==> config.mk <==
export PLATFORM = sky130hd
export DESIGN_NAME = mipi_csi_pkt_parser
export DESIGN_NICKNAME = d
export VERILOG_FILES = /design/src/rtl/mipi_csi_pkg.sv /design/src/rtl/mipi_csi_crc16.sv /design/src/rtl/mipi_csi_pkt_parser.sv
export SDC_FILE = /design/constraint.sdc
export NUM_CORES = 1
export LEC_CHECK = 0
export BUFFER_PORTS_ARGS = -buffer_cell sky130_fd_sc_hd__buf_2
export CAP_MARGIN = 20
export CORE_MARGIN = 1
export CORE_UTILIZATION = 62
export CTS_BUF_LIST = sky130_fd_sc_hd__clkbuf_4
export DETAILED_ROUTE_END_ITERATION = 8
export PLACE_DENSITY = 0.91
export SLEW_MARGIN = 20
export SYNTH_ARGS = -nofsm -noshare
export SYNTH_HDL_FRONTEND = slang
export SYNTH_HIERARCHICAL = 1
export SYNTH_SLANG_ARGS = --single-unit
==> constraint.sdc <==
create_clock -name clk -period 3 [get_ports clk]
set_clock_uncertainty 0.1 [all_clocks]
set_input_delay 0.15 -clock clk [delete_from_list [all_inputs] [get_ports clk]]
set_output_delay 0.15 -clock clk [all_outputs]
set_load 0.05 [all_outputs]
==> src/rtl/mipi_csi_pkg.sv <==
// Shared constants for the CSI-2 packet parser: data types, FSM states, ECC masks, CRC setup.
// Latency: n/a (package).
// Backpressure: n/a (package).
package mipi_csi_pkg;

  localparam logic [5:0] DT_FS    = 6'h00;
  localparam logic [5:0] DT_FE    = 6'h01;
  localparam logic [5:0] DT_LS    = 6'h02;
  localparam logic [5:0] DT_LE    = 6'h03;
  localparam logic [5:0] DT_RAW8  = 6'h2A;
  localparam logic [5:0] DT_RAW10 = 6'h2B;

  typedef enum logic [2:0] {
    ST_IDLE,
    ST_HDR,
    ST_PAYLOAD,
    ST_CRC,
    ST_SKIP
  } state_t;

  // Parity masks over {WC MSB, WC LSB, DI}; entry i produces ECC bit i.
  localparam logic [5:0][23:0] ECC_MASK = {
    24'hEFFC00, 24'hDF03F0, 24'hB8E38E, 24'h749A6D, 24'hF2555B, 24'hF12CB7
  };

  localparam logic [15:0] CRC_INIT = 16'hFFFF;
  localparam logic [15:0] CRC_POLY = 16'h8408;

  function automatic logic [5:0] ecc_calc(input logic [23:0] d);
    logic [5:0] p;
    for (int i = 0; i < 6; i++) p[i] = ^(d & ECC_MASK[i]);
    return p;
  endfunction

endpackage

==> src/rtl/mipi_csi_crc16.sv <==
// Running CRC-16 (reflected 0x8408) over payload bytes, one byte per clock.
// Latency: crc reflects a byte one cycle after it is presented with en.
// Backpressure: none; consumes data whenever en is high.
module mipi_csi_crc16
  import mipi_csi_pkg::*;
(
  input  logic        clk,
  input  logic        resetb,
  input  logic        clr,
  input  logic        en,
  input  logic [7:0]  data,
  output logic [15:0] crc
);

  logic [15:0] crc_next;

  // Fold one byte into the current CRC, least-significant bit first
  always_comb begin
    crc_next = crc;
    for (int i = 0; i < 8; i++) begin
      if (crc_next[0] ^ data[i]) crc_next = (crc_next >> 1) ^ CRC_POLY;
      else                       crc_next = crc_next >> 1;
    end
  end

  // Accumulator register; a clear starts a new packet and wins over enable
  always_ff @(posedge clk or negedge resetb) begin
    if (!resetb)  crc <= '0;
    else if (clr) crc <= CRC_INIT;
    else if (en)  crc <= crc_next;
  end

endmodule

==> src/rtl/mipi_csi_pkt_parser.sv <==
// CSI-2 packet parser: header/ECC check, sync pulses, payload forwarding, CRC check.
// Latency: all outputs registered, one cycle after the byte that causes them.
// Backpressure: none; the PHY stream cannot stall, a falling in_we ends the burst.
module mipi_csi_pkt_parser
  import mipi_csi_pkg::*;
#(
  parameter bit         CHECK_CRC       = 1'b1,
  parameter bit         DROP_ON_ECC_ERR = 1'b1,
  parameter logic [5:0] LONG_DT_MIN     = 6'h10
) (
  input  logic        clk,
  input  logic        resetb,
  input  logic        in_we,
  input  logic [7:0]  in_data,
  output logic        frame_start,
  output logic        frame_end,
  output logic        line_start,
  output logic        line_end,
  output logic [1:0]  vc,
  output logic [5:0]  dt,
  output logic [15:0] word_count,
  output logic        pix_we,
  output logic [7:0]  pix_data,
  output logic        pix_last,
  output logic        pkt_done,
  output logic        ecc_err,
  output logic        crc_err,
  output logic        trunc_err
);

  state_t      state_q, state_d;
  logic [1:0]  cnt_q, cnt_d;
  logic [7:0]  di_q, di_d, wcl_q, wcl_d, wcm_q, wcm_d, crc_lo_q, crc_lo_d;
  logic [15:0] rem_q, rem_d;
  logic        ecc_bad_q, ecc_bad_d;

  logic        fs_d, fe_d, ls_d, le_d, pw_d, pl_d, done_d, ecc_d, crc_d, trunc_d;
  logic [1:0]  vc_d;
  logic [5:0]  dt_d;
  logic [15:0] wc_d;
  logic [7:0]  pd_d;

  logic        crc_clr, crc_en, ecc_bad;
  logic [15:0] crc_val, hdr_wc;

  mipi_csi_crc16 u_crc (
    .clk    (clk),
    .resetb (resetb),
    .clr    (crc_clr),
    .en     (crc_en),
    .data   (in_data),
    .crc    (crc_val)
  );

  assign hdr_wc  = {wcm_q, wcl_q};
  assign ecc_bad = (in_data != {2'b00, ecc_calc({wcm_q, wcl_q, di_q})});

  // Next-state and next-output decode; every output is a one-cycle pulse unless held below
  always_comb begin
    state_d = state_q;  cnt_d = cnt_q;  di_d = di_q;  wcl_d = wcl_q;  wcm_d = wcm_q;
    crc_lo_d = crc_lo_q;  rem_d = rem_q;  ecc_bad_d = ecc_bad_q;
    vc_d = vc;  dt_d = dt;  wc_d = word_count;  pd_d = pix_data;
    fs_d = 1'b0;  fe_d = 1'b0;  ls_d = 1'b0;  le_d = 1'b0;
    pw_d = 1'b0;  pl_d = 1'b0;  done_d = 1'b0;
    ecc_d = 1'b0;  crc_d = 1'b0;  trunc_d = 1'b0;
    crc_clr = 1'b0;  crc_en = 1'b0;
    case (state_q)
      ST_IDLE: begin
        if (in_we) begin
          di_d = in_data;  cnt_d = 2'd0;  ecc_bad_d = 1'b0;  crc_clr = 1'b1;
          state_d = ST_HDR;
        end
      end
      ST_HDR: begin
        if (!in_we) begin
          done_d = 1'b1;  trunc_d = 1'b1;  state_d = ST_IDLE;
        end else if (cnt_q == 2'd0) begin
          wcl_d = in_data;  cnt_d = 2'd1;
        end else if (cnt_q == 2'd1) begin
          wcm_d = in_data;  cnt_d = 2'd2;
        end else begin
          vc_d = di_q[7:6];  dt_d = di_q[5:0];  wc_d = hdr_wc;
          rem_d = hdr_wc;  ecc_bad_d = ecc_bad;  cnt_d = 2'd0;
          if (ecc_bad && DROP_ON_ECC_ERR) begin
            done_d = 1'b1;  ecc_d = 1'b1;  state_d = ST_SKIP;
          end else if (di_q[5:0] < LONG_DT_MIN) begin
            fs_d = (di_q[5:0] == DT_FS);  fe_d = (di_q[5:0] == DT_FE);
            ls_d = (di_q[5:0] == DT_LS);  le_d = (di_q[5:0] == DT_LE);
            done_d = 1'b1;  ecc_d = ecc_bad;  state_d = ST_SKIP;
          end else if (hdr_wc == 16'd0) begin
            state_d = ST_CRC;
          end else begin
            state_d = ST_PAYLOAD;
          end
        end
      end
      ST_PAYLOAD: begin
        if (!in_we) begin
          done_d = 1'b1;  trunc_d = 1'b1;  ecc_d = ecc_bad_q;  state_d = ST_IDLE;
        end else begin
          pw_d = 1'b1;  pd_d = in_data;  crc_en = 1'b1;  rem_d = rem_q - 16'd1;
          if (rem_q == 16'd1) begin
            pl_d = 1'b1;  state_d = ST_CRC;
          end
        end
      end
      ST_CRC: begin
        if (!in_we) begin
          done_d = 1'b1;  trunc_d = 1'b1;  ecc_d = ecc_bad_q;  state_d = ST_IDLE;
        end else if (cnt_q == 2'd0) begin
          crc_lo_d = in_data;  cnt_d = 2'd1;
        end else begin
          done_d = 1'b1;  ecc_d = ecc_bad_q;
          crc_d = CHECK_CRC && ({in_data, crc_lo_q} != crc_val);
          state_d = ST_SKIP;
        end
      end
      ST_SKIP: begin
        if (!in_we) state_d = ST_IDLE;
      end
      default: state_d = ST_IDLE;
    endcase
  end

  // State, working registers and registered outputs
  always_ff @(posedge clk or negedge resetb) begin
    if (!resetb) begin
      state_q <= ST_IDLE;  cnt_q <= '0;  di_q <= '0;  wcl_q <= '0;  wcm_q <= '0;
      crc_lo_q <= '0;  rem_q <= '0;  ecc_bad_q <= 1'b0;
      frame_start <= 1'b0;  frame_end <= 1'b0;  line_start <= 1'b0;  line_end <= 1'b0;
      vc <= '0;  dt <= '0;  word_count <= '0;
      pix_we <= 1'b0;  pix_data <= '0;  pix_last <= 1'b0;
      pkt_done <= 1'b0;  ecc_err <= 1'b0;  crc_err <= 1'b0;  trunc_err <= 1'b0;
    end else begin
      state_q <= state_d;  cnt_q <= cnt_d;  di_q <= di_d;  wcl_q <= wcl_d;  wcm_q <= wcm_d;
      crc_lo_q <= crc_lo_d;  rem_q <= rem_d;  ecc_bad_q <= ecc_bad_d;
      frame_start <= fs_d;  frame_end <= fe_d;  line_start <= ls_d;  line_end <= le_d;
      vc <= vc_d;  dt <= dt_d;  word_count <= wc_d;
      pix_we <= pw_d;  pix_data <= pd_d;  pix_last <= pl_d;
      pkt_done <= done_d;  ecc_err <= ecc_d;  crc_err <= crc_d;  trunc_err <= trunc_d;
    end
  end

endmodule

# Yosys cells after proc, flatten, opt, wreduce, memory -nomap -nowiden
# Cells that the tools add are included.
dict set report op_classes {
  addsub 1
  reduce_logical 25
  bitwise 18
  n_mux 90
  n_eq_ne 23
  n_lt_le_gt_ge 1
}
# op n
set ops {}
lappend ops {{2-to-1 mux 16 bit} 14}
lappend ops {{parity 24 bit} 6}
lappend ops {{2-to-1 mux 1 bit} 53}
lappend ops {{2-to-1 mux 3 bit} 11}
lappend ops {{case mux 16 bit (2 select lines)} 1}
lappend ops {{inverter 2 -> 3 bit} 8}
lappend ops {{== test 16 x 1 -> 1 bit (second input constant)} 1}
lappend ops {{zero test 16 bit} 1}
lappend ops {{!= test 16 bit} 1}
lappend ops {{!= test 2 bit (second input constant)} 8}
lappend ops {{subtractor 16 x 1 -> 16 bit (second input constant)} 1}
lappend ops {{case mux 3 bit (5 select lines)} 1}
lappend ops {{== test 6 x 2 -> 1 bit (second input constant)} 2}
lappend ops {{2-to-1 mux 2 bit} 6}
lappend ops {{!= test 3 bit (second input constant)} 4}
lappend ops {{AND reduction 4 bit} 3}
lappend ops {{AND reduction 5 bit} 2}
lappend ops {{!= test 8 x 6 -> 1 bit} 1}
lappend ops {{XOR 1 bit} 8}
lappend ops {{== test 3 x 2 -> 1 bit (second input constant)} 2}
lappend ops {{== test 6 x 1 -> 1 bit (second input constant)} 1}
lappend ops {{zero test 6 bit} 1}
lappend ops {{< comparator 6 x 5 -> 1 bit (second input constant)} 1}
lappend ops {{case mux 1 bit (3 select lines)} 2}
lappend ops {{other kinds (14)} 19}
dict set report word_totals {
  out_inout_bits 42
  register_bits 112
  inputBits 11
  elab_cells 181
}

# Logic depth before layout (Yosys ltp)
dict set report logic_depth {
  ltp_word 18
  ltp_mapped 10
  depth_no_buf 8
}

# Hierarchy
# The synthesis kept the hierarchy.
# mod cells_each n_inst seq_area_each_um2 area_each_um2
set modules_own_cells {}
lappend modules_own_cells {mipi_csi_pkt_parser 478 1 2402.3 4919.7}
lappend modules_own_cells {mipi_csi_crc16 81 1 400.4 1007.2}

# Worst setup path after synthesis
# No wires, ideal clock.
dict set report synth_path {
  kind {flip-flop to flip-flop}
  startpoint {register wcm_q[4]}
  endpoint {register frame_end}
  setup_slack_ns 0.376
  period_less_slack_ns 2.624
  setup_ns 0.068
  stages_incl_launch_ff 9
  n_path_buf 0
  t_arrival_ns 2.456
  path_cell_list {dfrtp_1 inv_1 ha_1 xnor2_1 xnor3_1 xnor2_1 or4_4 a221oi_4 and4_1}
}
dict set report synth_between {
  elab_chain_cells 7
  elab_cells_between_ends 11
  cone_classes {eq/ne: 1; mux: 5; reduce/logical: 5}
}
# element line_no
set synth_rtl {}
lappend synth_rtl {{start: declaration} mipi_csi_pkt_parser.sv:33} ;# logic [7:0] di_q, di_d, wcl_q, wcl_d, wcm_q, wcm_d, crc_lo_q, crc_lo_d;
lappend synth_rtl {{start signal: assignment} mipi_csi_pkt_parser.sv:135} ;# state_q <= state_d; cnt_q <= cnt_d; di_q <= di_d; wcl_q <= wcl_d; wcm_q <= wcm_d;
lappend synth_rtl {{parity 24 bit} mipi_csi_pkg.sv:31} ;# for (int i = 0; i < 6; i++) p[i] = ^(d & ECC_MASK[i]);
lappend synth_rtl {{!= test 8 x 6 -> 1 bit (*)} mipi_csi_pkt_parser.sv:56} ;# assign ecc_bad = (in_data != {2'b00, ecc_calc({wcm_q, wcl_q, di_q})});
lappend synth_rtl {{2-to-1 mux 1 bit (*)} mipi_csi_pkt_parser.sv:84} ;# if (ecc_bad && DROP_ON_ECC_ERR) begin
lappend synth_rtl {{2-to-1 mux 1 bit (*)} mipi_csi_pkt_parser.sv:79} ;# end else if (cnt_q == 2'd1) begin
lappend synth_rtl {{2-to-1 mux 1 bit (*)} mipi_csi_pkt_parser.sv:77} ;# end else if (cnt_q == 2'd0) begin
lappend synth_rtl {{2-to-1 mux 1 bit (*)} mipi_csi_pkt_parser.sv:75} ;# if (!in_we) begin
lappend synth_rtl {{2-to-1 mux 1 bit (*)} mipi_csi_pkt_parser.sv:67} ;# case (state_q)
lappend synth_rtl {{named net fe_d} mipi_csi_pkt_parser.sv:37} ;# logic fs_d, fe_d, ls_d, le_d, pw_d, pl_d, done_d, ecc_d, crc_d, trunc_d;
lappend synth_rtl {{end signal: assignment} mipi_csi_pkt_parser.sv:130} ;# frame_start <= 1'b0; frame_end <= 1'b0; line_start <= 1'b0; line_end <= 1'b0;
lappend synth_rtl {{end signal: assignment} mipi_csi_pkt_parser.sv:137} ;# frame_start <= fs_d; frame_end <= fe_d; line_start <= ls_d; line_end <= le_d;
lappend synth_rtl {{end: declaration} mipi_csi_pkt_parser.sv:16} ;# output logic frame_end,
# Mark *: on every way through the listed nets, which the timed path passes. The rest lies on a longest branch.
# A chain may end at the register's enable or synchronous reset.

# Worst setup path in the final report
dict set report layout_path {
  startpoint {register di_q[0]}
  endpoint {register state_q[0]}
}
dict set report layout_between {
  elab_chain_cells 7
  elab_cells_between_ends 11
  cone_classes {order compare: 1; eq/ne: 1; mux: 6; reduce/logical: 3}
}
# element line_no
set layout_rtl {}
lappend layout_rtl {{start: declaration} mipi_csi_pkt_parser.sv:33}
lappend layout_rtl {{start signal: assignment} mipi_csi_pkt_parser.sv:135}
lappend layout_rtl {{< comparator 6 x 5 -> 1 bit or parity 24 bit (tied branches)} {mipi_csi_pkt_parser.sv:86, mipi_csi_pkg.sv:31}}
lappend layout_rtl {{2-to-1 mux 3 bit or != test 8 x 6 -> 1 bit (tied branches)} {mipi_csi_pkt_parser.sv:86, mipi_csi_pkt_parser.sv:56}}
lappend layout_rtl {{2-to-1 mux 3 bit (*)} mipi_csi_pkt_parser.sv:84}
lappend layout_rtl {{2-to-1 mux 3 bit (*)} mipi_csi_pkt_parser.sv:79}
lappend layout_rtl {{2-to-1 mux 3 bit (*)} mipi_csi_pkt_parser.sv:77}
lappend layout_rtl {{2-to-1 mux 3 bit (*)} mipi_csi_pkt_parser.sv:75}
lappend layout_rtl {{case mux 3 bit (5 select lines) (*)} mipi_csi_pkt_parser.sv:67}
lappend layout_rtl {{end signal: assignment} mipi_csi_pkt_parser.sv:135}
lappend layout_rtl {{end: declaration} mipi_csi_pkt_parser.sv:31} ;# state_t state_q, state_d;
# Every way passes the cells marked *; elsewhere a longest branch is shown, timed or not. The select of a mux whose other input is x is not followed.

==> metrics <==
Finish-stage setup viols=0; 1st-pass router iterations=7; grt ovf=0; top cells by area, synth=dfrtp_1 47%, xnor2_1 8.3%, mux2_2 6.5%; Arrival @ worst endpoint=approximately 3.3 ns; crit-path cells=inv_1 > ha_1 > xnor2_2 > xnor3_1 > xnor2_1 > or3_4 > a221oi_4 > buf_4 > a41o_1; Max transition margin=0.422; Final Cycle Share=0.974; number of flops mapped to enable cells by yosys=0; IO Count=53; P&R area growth vs syn=11.1%; r2r endpoint=state_q[0]; initial antenna violation count=0; worst min path class=in2reg; CP peak stage delay=roughly 0.45 ns; setup_tns=0 ns; Rows=35; Net Switching=about 2.8 mW; CP Buf/Inv Count=2; most numerous cell in the Yosys netlist=dfrtp_1; Cell Area, Synth=0.00593 mm^2; CTS tree=built; max-cap violations=0; Crit. End Element=flop; Final ANT Viol Nets=0; Synth cell types=54; fin nets=about 650; port bufs=52; Yosys top cell by area=dfrtp_1; clk slew on worst S/H paths=about 0.16 ns; worst-skew pair later-pin latency=approximately 0.48 ns; minimum hold slack=approximately 0.076 ns; Final Hold Vio Count=0; Total Power=6.33 mW; Die W=about 100 um; setup ws final=around 0.079 ns; pin count of the biggest net entering global routing=between 60 and 70; reg-to-reg startpoint=di_q[0]; Chip Height=99.8 um; share of cells above drive strength 1=0.209; post-synth net total=between 500 and 600; First DRT Iteration DRCs=about 260; vias in the first global route=approximately 4500; status=finished clean; routed wire length=between 10 and 15 mm; hold_sp=in_data[1]; Post-DP Area=about 0.0064 mm^2; commonest cells in the synthesized netlist=112 x dfrtp_1, 61 x nand2_1, 58 x o21ai_0; Routed WL per cell=approximately 19 um; slowest library cell on the worst path=xnor3_1; Vias=4455; DR DRC count=0; initial core utilization=0.641; clk root buf=clkbuf_4; design area=~0.0066 mm^2; Reg power frac=0.354; first-pass GRT wire length=22.7 mm; total core area=just over 0.009 mm^2; async set or reset register ratio after synthesis=1.00; power share of the combinational group=0.532; Worst R2R Setup Slack=around 0.079 ns; fin. max-slew vios=0; CTS Buffer Depth=2; global-route total usage across every layer=0.305; post-layout util=0.713; routed vias/inst=between 5 and 6; critical path peak fanout=6; Filler cells=around 640; H-tree levels=3; Seq/Total Area, Yosys=0.473; gpl congestion=~0.91; minimum clock period=2.92 ns; pwr dens=about 960 mW/mm^2; critical path depth=9; Synth Flop Type=dfrtp_1; Diodes inserted=0; Worst Hold Depth=4; dpl ws=~0.046 ns; number of synthesized register bits=roughly 110; Max IR drop VDD=a little under 0.6 mV; Int Pwr=3.54 mW; switch share=0.440; measured slew at the worst slew-check pin=roughly 0.86 ns; max frequency=342 MHz; Placed Cells=approximately 730; Setup CP Type=reg2reg; CTS Sinks=roughly 110; share of the synthesized area in the top cell type=0.473; WHS Endpoint=di_q[1]; reg2reg path depth=9; Synth Warn #=6; critical path data required time=about 3.3 ns; instance count of the mapped netlist=roughly 560; DPL Wire Length=approximately 10 mm; Syn Area/Cell=about 11 um^2; crit-path leading delay family=XOR/XNOR gates; die area=around 0.01 mm^2; total CTS buffers=9; Worst setup SP type=flop; Clock Power Share=0.114; Layout Cells excl Fill=between 700 and 800; Pleak=around 3.1 nW
[worst max path at each step]
stage	slack (ns)	startpoint	to
after floorplan	0.38	wcm_q[4]	frame_end
after global routing	-0.03	di_q[0]	state_q[0]
after global placement	0.21	wcm_q[4]	frame_end
after CTS	0.11	wcm_q[5]	state_q[0]
final	0.08	di_q[0]	state_q[0]
after detailed placement	0.05	wcm_q[4]	frame_start
[state kept, by name, summed over array words and instances, names as in the netlist, 3 cells and up]
name	flops
wcm_q	8
u_crc/crc	16
state_q	3
dt	6
crc_lo_q	8
rem_q	16
di_q	8
wcl_q	8
pix_data	8
word_count	16
[layer usage]
metal | up-vias | part of all wire | GRT usage | routed length [um]
met3 | 36 | 0.063 | 0.0745 | 890
li1 | 2029 | - | - | -
met5 | - | 0 | 0 | 0
met4 | 0 | 0.031 | 0.124 | 437
met2 | 196 | 0.51 | 0.516 | 7170
met1 | 2194 | 0.40 | 0.379 | 5680
[cell usage in the layout (no fill, tap or decap), types with 3 or more instances in the layout]
| cell type | count |
|---|---|
| a211o_1 | 7 |
| buf_4 | 19 |
| xor2_1 | 11 |
| clkinv_2 | 3 |
| clkbuf_4 | 10 |
| nor3_1 | 9 |
| dlygate4sd3_1 | 7 |
| mux2_2 | 34 |
| nand3_1 | 5 |
| xnor2_2 | 5 |
| ha_1 | 17 |
| nand4_1 | 8 |
| a22oi_1 | 5 |
| a21oi_1 | 20 |
| and2_1 | 3 |
| nor2_1 | 24 |
| buf_2 | 51 |
| nor2b_1 | 8 |
| xnor2_1 | 54 |
| nor4_1 | 5 |
| o21ai_0 | 58 |
| inv_1 | 32 |
| and4_1 | 4 |
| dfrtp_1 | 112 |
| nand2_1 | 61 |
| xnor3_1 | 10 |
[tightest hold or removal path, cell delays in order]
cell and delay (ns):
buf_2 0.13, buf_4 0.19, nand2_1 0.07, o21ai_0 0.08
[power by group through the flow]
stage	Clock (mW)	Combinational, mW	Sequential [mW]
finish	0.722	3.37	2.24
global route	0.794	3.61	2.28
CTS	0.739	3.30	2.23
detailed placement	0	3.26	2.26
global placement	0	3.11	2.23
floorplan	0	2.08	2.65
[area by class of cell]
class	instances	area [um^2]	share of cell area
multi-input combinational	387	2910	0.442
timing repair buffer	77	468	0.0711
clock buffer	10	75.1	0.0114
inverter	32	120	0.0182
clock inverter	5	48.8	0.00741
sequential	112	2800	0.426
tap	129	161	0.0245
[cells by family after synthesis]
family / count (synthesis) / synth area share
mux: 34 / 0.0646
simple gates: 140 / 0.113
fa+ha+maj: 17 / 0.0359
xor+xnor: 83 / 0.156
flops: 112 / 0.473
buf+inv: 60 / 0.0393
compound gates: 113 / 0.118
[repair_timing]
item | CTS | global route
buffers inserted | 2 | 1
hold buffers | 7 | 0
endpoints found under the hold margin | 74 | 0
endpoints found under the setup margin | 3 | 10
resized for setup | 0 | 2
Power figures use the tool's default switching activity.
